[config.mk]
export PLATFORM = sky130hd
export DESIGN_NAME = float_div
export DESIGN_NICKNAME = d
export VERILOG_FILES = /design/src/rtl/float_div.sv
export SDC_FILE = /design/constraint.sdc
export NUM_CORES = 1
export LEC_CHECK = 0
export BUFFER_PORTS_ARGS = -buffer_cell sky130_fd_sc_hd__buf_4
export CAP_MARGIN = 10
export CORE_ASPECT_RATIO = 0.75
export CORE_MARGIN = 3
export CORE_UTILIZATION = 35
export CTS_CLUSTER_SIZE = 30
export DETAILED_ROUTE_END_ITERATION = 8
export PLACE_DENSITY_LB_ADDON = 0.25
export SLEW_MARGIN = 15
export SYNTH_ARGS = -nofsm -noshare
export SYNTH_HDL_FRONTEND = slang
export SYNTH_SLANG_ARGS = --single-unit
[constraint.sdc]
create_clock -name clk -period 3.6 [get_ports clk]
set_input_delay 0.9 -clock clk [delete_from_list [all_inputs] [get_ports clk]]
set_output_delay 0.9 -clock clk [all_outputs]
set_load 0.01 [all_outputs]
[src/rtl/float_div.sv]
// float_div: iterative single-precision divider, radix-2 restoring, fixed 27-cycle latency
module float_div #(
  parameter int ITER = 26
) (
  input  logic        clk,
  input  logic        rst_n,
  input  logic        start,
  input  logic [31:0] v1,
  input  logic [31:0] v2,
  output logic        busy,
  output logic        done,
  output logic [31:0] vres,
  output logic        div_zero
);
  typedef enum logic [1:0] {IDLE, DIV, NORM} state_t;
  state_t state, state_nx;
  logic              s, qbit;
  logic [7:0]        e1, e2;
  logic signed [9:0] e, ex;
  logic [24:0]       r, r_sub;
  logic [23:0]       d, m_sum;
  logic [25:0]       q;
  logic [4:0]        cnt;
  logic [22:0]       m;
  logic [31:0]       res;
  always_ff @(posedge clk)
    if (!rst_n) state <= IDLE;
    else state <= state_nx;
  always_comb
    state_nx = state == IDLE ? (start ? DIV : IDLE) :
               state == DIV  ? (cnt == 5'(ITER - 1) ? NORM : DIV) : IDLE;
  always_comb begin
    busy  = state != IDLE;
    qbit  = r >= {1'b0, d};
    r_sub = qbit ? r - {1'b0, d} : r;
    m_sum = q[25] ? {1'b0, q[24:2]} + 24'(q[1]) : {1'b0, q[23:1]} + 24'(q[0]);
    m     = m_sum[23] ? 23'h0 : m_sum[22:0];
    // Leading-zero quotient drops the exponent by one; a rounding carry bumps it back
    ex    = e + (q[25] ? 10'sd0 : -10'sd1) + (m_sum[23] ? 10'sd1 : 10'sd0);
    res   = e2 == 8'h0 ? {s, 8'hFF, 23'h0} :
            e1 == 8'h0 ? {s, 31'h0} :
            ex >= 10'sd255 ? {s, 8'hFF, 23'h0} :
            ex <= 10'sd0 ? {s, 31'h0} : {s, ex[7:0], m};
  end
  always_ff @(posedge clk)
    if (!rst_n) begin
      done     <= 1'b0;
      vres     <= 32'h0;
      div_zero <= 1'b0;
      cnt      <= 5'd0;
    end else begin
      done <= state == NORM;
      if (state == IDLE && start) begin
        s   <= v1[31] ^ v2[31];
        e1  <= v1[30:23];
        e2  <= v2[30:23];
        r   <= {2'b01, v1[22:0]};
        d   <= {1'b1, v2[22:0]};
        e   <= $signed({2'b0, v1[30:23]}) - $signed({2'b0, v2[30:23]}) + 10'sd127;
        cnt <= 5'd0;
      end else if (state == DIV) begin
        r   <= {r_sub[23:0], 1'b0};
        q   <= {q[24:0], qbit};
        cnt <= cnt + 5'd1;
      end else if (state == NORM) begin
        vres     <= res;
        div_zero <= e2 == 8'h0;
      end
    end
endmodule

# Word level (Yosys, flattened, before mapping)
# Index checks and enable logic that the tools add are counted.
# word_totals
memories	0
ram_bits	0
latchBits	0
input_bits	67
rom_bits	0
register_bits	142
output_inout_bits	35
word_cells	57
# classes
n_addsub	8
multipliers	0
n_reduce_logical	11
order_cmp	3
n_shift	0
muxes	15
div	0
eq_ne	3
n_bitwise	4
# op_table
cell	n
$mux W31	4
$add A23 B1 Y24	2
$mux W24	2
$mux W23	2
$ge A25 B24 Y1	1
$mux W25	1
$sub A24 B24 Y24	1
$logic_not A8 Y1	2
$add A10 B10 Y10	1
$add A10 B2 Y10	1
$add A9 B8 Y10 const B	1
$ge A10 B9 Y1 const B	1
$le A10 B1 Y1 const B	1
$mux W10	1
$sub A8 B8 Y9	1
$mux W2	3
$reduce_and A3 Y1	2
$add A5 B1 Y5 const B	1
$eq A5 B5 Y1 const B	1
$reduce_and A2 Y1	2
$reduce_bool A2 Y1	2
$not A1 Y1	3
$eq A2 B1 Y1 const B	1
$eq A2 B2 Y1 const B	1
5 further kinds	6

# Depth between registers and ports, before layout
# depth
word_depth	9
mapped_depth	18
mapped_depth_nobuf	16

# Worst setup path after synthesis
# Ideal clock, no wire load.
# synth_path
kind	reg-to-reg
startpoint	register q[7]
endpoint	register vres[11]
arrival_ns	3.814
required_ns	3.483
path_stages_with_launch	19
slack_ns	-0.331
setup_ns	0.117
n_path_buf	2
synth_period_minus_slack_ns	3.931
cell_sequence	edfxtp_1 > buf_2 > nand3_1 > nor4_2 > and2_0 > nand3_1 > a21oi_1 > fa_1 > inv_1 > fa_1 > nor2b_1 > o31a_1 > o31a_1 > a21oi_1 > nor4_1 > nor3_1 > and4bb_2 > buf_6 > a22o_1
# synth_between
elab_chain_len	9
word_cells_on_any_way	12
classes_between	3 x add/sub; 2 x order compare; 7 x mux
# synth_rtl
element	line	text
start, declared	22	logic [25:0] q;
start signal, assigned	63	q <= {q[24:0], qbit};
$add A23 B1 Y24	36	m_sum = q[25] ? {1'b0, q[24:2]} + 24'(q[1]) : {1'b0, q[23:1]} + 24'(q[0]);
$mux W24 (*)	36	
$mux W1	39	ex = e + (q[25] ? 10'sd0 : -10'sd1) + (m_sum[23] ? 10'sd1 : 10'sd0);
$add A10 B2 Y10	39	
$le A10 B1 Y1	43	ex <= 10'sd0 ? {s, 31'h0} : {s, ex[7:0], m};
$mux W31	43	
$mux W31 (*)	42	ex >= 10'sd255 ? {s, 8'hFF, 23'h0} :
$mux W31 (*)	41	e1 == 8'h0 ? {s, 31'h0} :
$mux W31 (*)	40	res = e2 == 8'h0 ? {s, 8'hFF, 23'h0} :
end signal, assigned	66	vres <= res;
end, declared	12	output logic [31:0] vres,
# Mark *: on every way between the ends. The rest lies on a longest branch, timed or not.
# A chain may end at the register's enable or synchronous reset.

# Worst setup path after layout
# layout_path
startpoint	register q[1]
endpoint	register vres[4]
# Same word-level chain as after synthesis.

==> metrics.log <==
INFO  metric run_status = complete, no violations
INFO  metric io-pin-count = about 100
INFO  metric register_to_register_setup_slack = 0.01 ns
INFO  metric drt_iter0_markers = between 300 and 400
INFO  metric seqPwrFrac = 0.401
INFO  metric die_width = about 180 um
INFO  metric routed_wire_length_per_instance = 15.7 um
INFO  metric cp_data_required_time = between 3 and 4 ns
INFO  metric async_set_or_reset_flop_fraction_in_the_synthesized_netlist = 0
INFO  metric synth-xor-area-share = 0.0680
INFO  metric worst_hold_path_type = register to register
INFO  metric critPathCaptureType = register
INFO  metric worstSkewPairLatency = 0.43 ns
INFO  metric grt_util_met2 = 0.242
INFO  metric gr-usage-met1 = 0.243
INFO  metric synth_edf_count = slightly above 100
INFO  metric classification_of_the_worst_setup_path = register to register
INFO  metric crit_arrival = about 4.0 ns
INFO  metric leakagePower = around 4.4 nW
INFO  metric finalHoldViolCount = 0
INFO  metric slew_headroom = 0.579
INFO  metric slew_viol_final = 0
INFO  metric netlist-cell-type-count = between 60 and 70
INFO  metric track_usage = 0.165
INFO  metric detail_route.vias_per_cell = approximately 5.1
INFO  metric drive_gt1_frac = 0.250
INFO  metric global_route_wire_length_before_repair = 33800 um
INFO  metric pre_cts_ws = -0.307 ns
INFO  metric syn-num-nets = around 960
INFO  metric die_h = 140 um
INFO  metric grt_start_max_net_pins = ~40
INFO  metric clock-sinks = ~140
INFO  metric power_switching_share = 0.296
INFO  metric clkSlewWorstSetupHoldPaths = about 0.07 ns
INFO  metric n_antenna_cell = 0
INFO  metric mappedNetlistArea = between 8000 and 9000 um^2
INFO  metric filler_cell_count = ~2200
INFO  metric power.density = between 400 and 500 nW/um^2
INFO  metric dp_hpwl = between 10000 and 15000 um
INFO  metric worst_path_most_repeated_cell = sky130_fd_sc_hd__o21a_1
INFO  metric placedInstanceArea = about 9900 um^2
INFO  metric clock_tree_skew_after_final_layout = around 0.011 ns
INFO  metric globalRoute.totalOverflow = 0
INFO  metric via_count_of_the_first_global_routing_pass = 6505
INFO  metric power_report.internal_total = ~3.4 mW
INFO  metric drc = 0
INFO  metric cts_hold_buffers = 0
INFO  metric grt_busiest_layer = met1
INFO  metric crit_path_top_delay_cell = sky130_fd_sc_hd__edfxtp_1
INFO  metric synth.yosys.seq_area_share = 0.460
INFO  metric post_synth_mux_area_share = 0.0266
INFO  metric clock_tree_from_tritoncts = built
INFO  metric min_period = 3.59 ns
INFO  metric postRouteAntennaNets = 0
INFO  metric vdd_drop_max = ~0.34 mV
INFO  metric total_switching_power = about 1.4 mW
INFO  metric multiInputGateArea = ~4300 um^2
INFO  metric post_synth_fa_ha_maj_area_fraction = 0.0783
INFO  metric place.gp.congestion = between 0.8 and 0.9
INFO  metric coreArea = approximately 23000 um^2
INFO  metric cts.root.buffer_cell = sky130_fd_sc_hd__clkbuf_16
INFO  metric cp_slowest_stage_delay = around 0.43 ns
INFO  metric start_util = 0.360
INFO  metric cts_buffers = 17
INFO  metric cap_viol_max_count = 0
INFO  metric yosys_warnings = 0
INFO  metric avgSynthCellArea = roughly 10 um^2
INFO  metric worst-slew-pin-transition = roughly 0.63 ns
INFO  metric number_of_storage_elements_in_the_synthesis_netlist = around 140
INFO  metric cts_max_level = 4
INFO  metric layout_worst_path_cycle_share = 0.996
INFO  metric synth_top_family_by_area = compound AO/OA/AOI/OAI gates
INFO  metric yosys_most_used_dff = sky130_fd_sc_hd__edfxtp_1
INFO  metric antenna_violations_before_repair = 0
INFO  metric critical_path_peak_fanout = 6
INFO  metric detailed_routing_iteration_count_for_the_pre_antenna_repair_pass = 5
INFO  metric area_growth_syn_to_layout = 28.2%
INFO  metric grt.met3_usage = 0.0369
INFO  metric synth_simple_gate_area_share = 0.154
INFO  metric ff_latch_area = slightly below 4000 um^2
INFO  metric cp-start-kind = register
INFO  metric synth_compound_gate_area_share = 0.167
INFO  metric critical_path_cell_list = ha_2 > and3_4 > and2_4 > nand3_4 > a21oi_4 > fa_2 > buf_4 > a211oi_1 > o21a_1 > o21a_1 > mux2i_1 > nor2_1 > nor3_4 > and4bb_4 > a32o_1
INFO  metric rsz0062_at_grt = yes
INFO  metric fin_nets = 1124
INFO  metric rows = 48
INFO  metric routed_wirelength = ~21000 um
INFO  metric die-area = about 26000 um^2
INFO  metric finalSetupViolCount = 0
INFO  metric syn_inst = 840
INFO  metric route.vias.total = 6757
INFO  metric fmax = roughly 0.28 GHz
INFO  metric finalWorstSetupSlack = roughly 0.013 ns
INFO  metric fin_area = approximately 11000 um^2
INFO  metric p_comb_frac = 0.229
INFO  metric clockPowerShare = 0.369
INFO  metric clockBufferDepth = 2
INFO  metric port_buf_inserts = around 100
INFO  metric final_core_utilization = 0.462
## metrics by stage
| stage | std cells | hold slack (ns) | total power [mW] | TNS (ns) |
|---|---|---|---|---|
| after floorplan | 840 | 0.425 | 2.72 | -0.770 |
| after global placement | 1275 | 0.445 | 3.02 | -4.73 |
| after detailed placement | 1275 | 0.459 | 3.03 | -6.49 |
| after CTS | 1315 | 0.468 | 4.84 | 0 |
| after global routing | 1320 | 0.486 | 5.07 | -4.31 |
| final | 1320 | 0.461 | 4.81 | 0 |
## layer usage
metal | wire length [um] | up-vias
met5 | 0 | -
met4 | 323 | 0
met3 | 869 | 22
met2 | 8860 | 134
met1 | 10700 | 3184
li1 | - | 3417
## power by group through the flow
| stage | combinational (mW) | clock, mW | sequential [mW] |
|---|---|---|---|
| final | 1.10 | 1.78 | 1.93 |
| after global routing | 1.24 | 1.89 | 1.94 |
| after CTS | 1.09 | 1.82 | 1.93 |
| after detailed placement | 1.07 | 0 | 1.96 |
| after global placement | 1.06 | 0 | 1.96 |
| after floorplan | 0.766 | 0 | 1.95 |
## sequential cells by signal, indices dropped and copies added (netlist names)
signal and count:
e 10, e1 8, div_zero 1, r 25, vres 32, state 2, done 1, q 26
cnt 5, d 23, e2 8, s 1
## synthesized netlist by cell type, types with 4 or more instances
| master | n | share of area |
|---|---|---|
| sky130_fd_sc_hd__and3_1 | 12 | 0.0090 |
| sky130_fd_sc_hd__fa_1 | 4 | 0.0096 |
| sky130_fd_sc_hd__ha_1 | 46 | 0.069 |
| sky130_fd_sc_hd__a221o_1 | 4 | 0.0048 |
| sky130_fd_sc_hd__xnor2_1 | 38 | 0.040 |
| sky130_fd_sc_hd__mux2i_1 | 20 | 0.024 |
| sky130_fd_sc_hd__buf_1 | 5 | 0.0022 |
| sky130_fd_sc_hd__o211ai_1 | 5 | 0.0045 |
| sky130_fd_sc_hd__dfxtp_1 | 41 | 0.098 |
| sky130_fd_sc_hd__nand2b_1 | 12 | 0.0090 |
| sky130_fd_sc_hd__nor2_1 | 72 | 0.032 |
| sky130_fd_sc_hd__a211o_1 | 4 | 0.0042 |
| sky130_fd_sc_hd__or3_1 | 5 | 0.0037 |
| sky130_fd_sc_hd__nand4_1 | 13 | 0.0097 |
| sky130_fd_sc_hd__buf_2 | 6 | 0.0036 |
| sky130_fd_sc_hd__edfxtp_1 | 101 | 0.36 |
| sky130_fd_sc_hd__a22o_1 | 21 | 0.022 |
| sky130_fd_sc_hd__a21oi_1 | 55 | 0.033 |
| sky130_fd_sc_hd__nor2b_1 | 7 | 0.0052 |
| sky130_fd_sc_hd__nor4_1 | 11 | 0.0082 |
| sky130_fd_sc_hd__buf_6 | 4 | 0.0054 |
| sky130_fd_sc_hd__a211oi_1 | 6 | 0.0054 |
| sky130_fd_sc_hd__o21a_1 | 9 | 0.0081 |
| sky130_fd_sc_hd__o21bai_1 | 4 | 0.0036 |
| sky130_fd_sc_hd__nand2_1 | 63 | 0.028 |
| sky130_fd_sc_hd__clkbuf_1 | 16 | 0.0072 |
| sky130_fd_sc_hd__or2_2 | 7 | 0.0052 |
| sky130_fd_sc_hd__xor2_1 | 27 | 0.028 |
| sky130_fd_sc_hd__o21ai_0 | 40 | 0.024 |
| sky130_fd_sc_hd__nand3_1 | 31 | 0.019 |
| sky130_fd_sc_hd__inv_1 | 57 | 0.026 |
| sky130_fd_sc_hd__nor3_1 | 12 | 0.0072 |
| sky130_fd_sc_hd__a21o_1 | 12 | 0.011 |
| sky130_fd_sc_hd__a31oi_1 | 15 | 0.011 |
| sky130_fd_sc_hd__o22ai_1 | 4 | 0.0030 |
| sky130_fd_sc_hd__and2_1 | 5 | 0.0037 |
## layout make-up
class	count	area share
multi-input cells	609	0.403
flip-flops and latches	142	0.359
repair buffers	179	0.128
clock buffers	18	0.0409
well taps	300	0.0350
inverters	58	0.0203
clock inverters	14	0.0136
## timing repair
| action | CTS | global route |
|---|---|---|
| setup endpoints to repair | 28 | 29 |
| gates cloned | 2 | 0 |
| buffers inserted | 6 | 6 |
| pin swaps | 11 | 12 |
| resized for setup | 8 | 12 |
## worst max-delay path, delay by kind of cell, from the launching register on
family / cells / cell delay [ns]
buffers and inverters: 1 / 0.14
AOI/OAI and AO/OA: 5 / 0.88
adders and majority gates: 2 / 0.57
and+or+nand+nor: 6 / 1.26
DFF: 1 / 0.43
muxes: 1 / 0.25
## final timing paths
| check | start | end | cells past startpoint |
|---|---|---|---|
| worst min register to register | q[0] | q[1] | 0 |
| worst min-delay path | q[0] | q[1] | 0 |
| worst max register to register | q[1] | vres[4] | 15 |
| worst max-delay path | q[1] | vres[4] | 15 |
## logic make-up (layout without fill, tap and decap cells)
family                     Yosys count  in the layout
DFF                                142            142
AOI/OAI and AO/OA                  207            207
adders and majority gates           50             50
and+or+nand+nor                    263            265
buffers and inverters               91            269
muxes                               22             22
xor gates and xnor gates            65             65
## cell usage in the layout (no fill, tap or decap), drive strengths merged, types with 5 or more instances in the layout
| cell type | count |
|---|---|
| a211oi | 7 |
| a21o | 13 |
| a21oi | 55 |
| a22o | 21 |
| a31oi | 15 |
| and2 | 6 |
| and3 | 12 |
| buf | 179 |
| clkbuf | 18 |
| dfxtp | 41 |
| edfxtp | 101 |
| ha | 46 |
| inv | 66 |
| mux2i | 20 |
| nand2 | 63 |
| nand2b | 12 |
| nand3 | 31 |
| nand4 | 13 |
| nor2 | 72 |
| nor2b | 7 |
| nor3 | 12 |
| nor4 | 12 |
| o211ai | 5 |
| o21a | 9 |
| o21ai | 40 |
| or2 | 7 |
| or3 | 5 |
| xnor2 | 38 |
| xor2 | 27 |
Note: power is estimated with default switching activity, not from simulation.
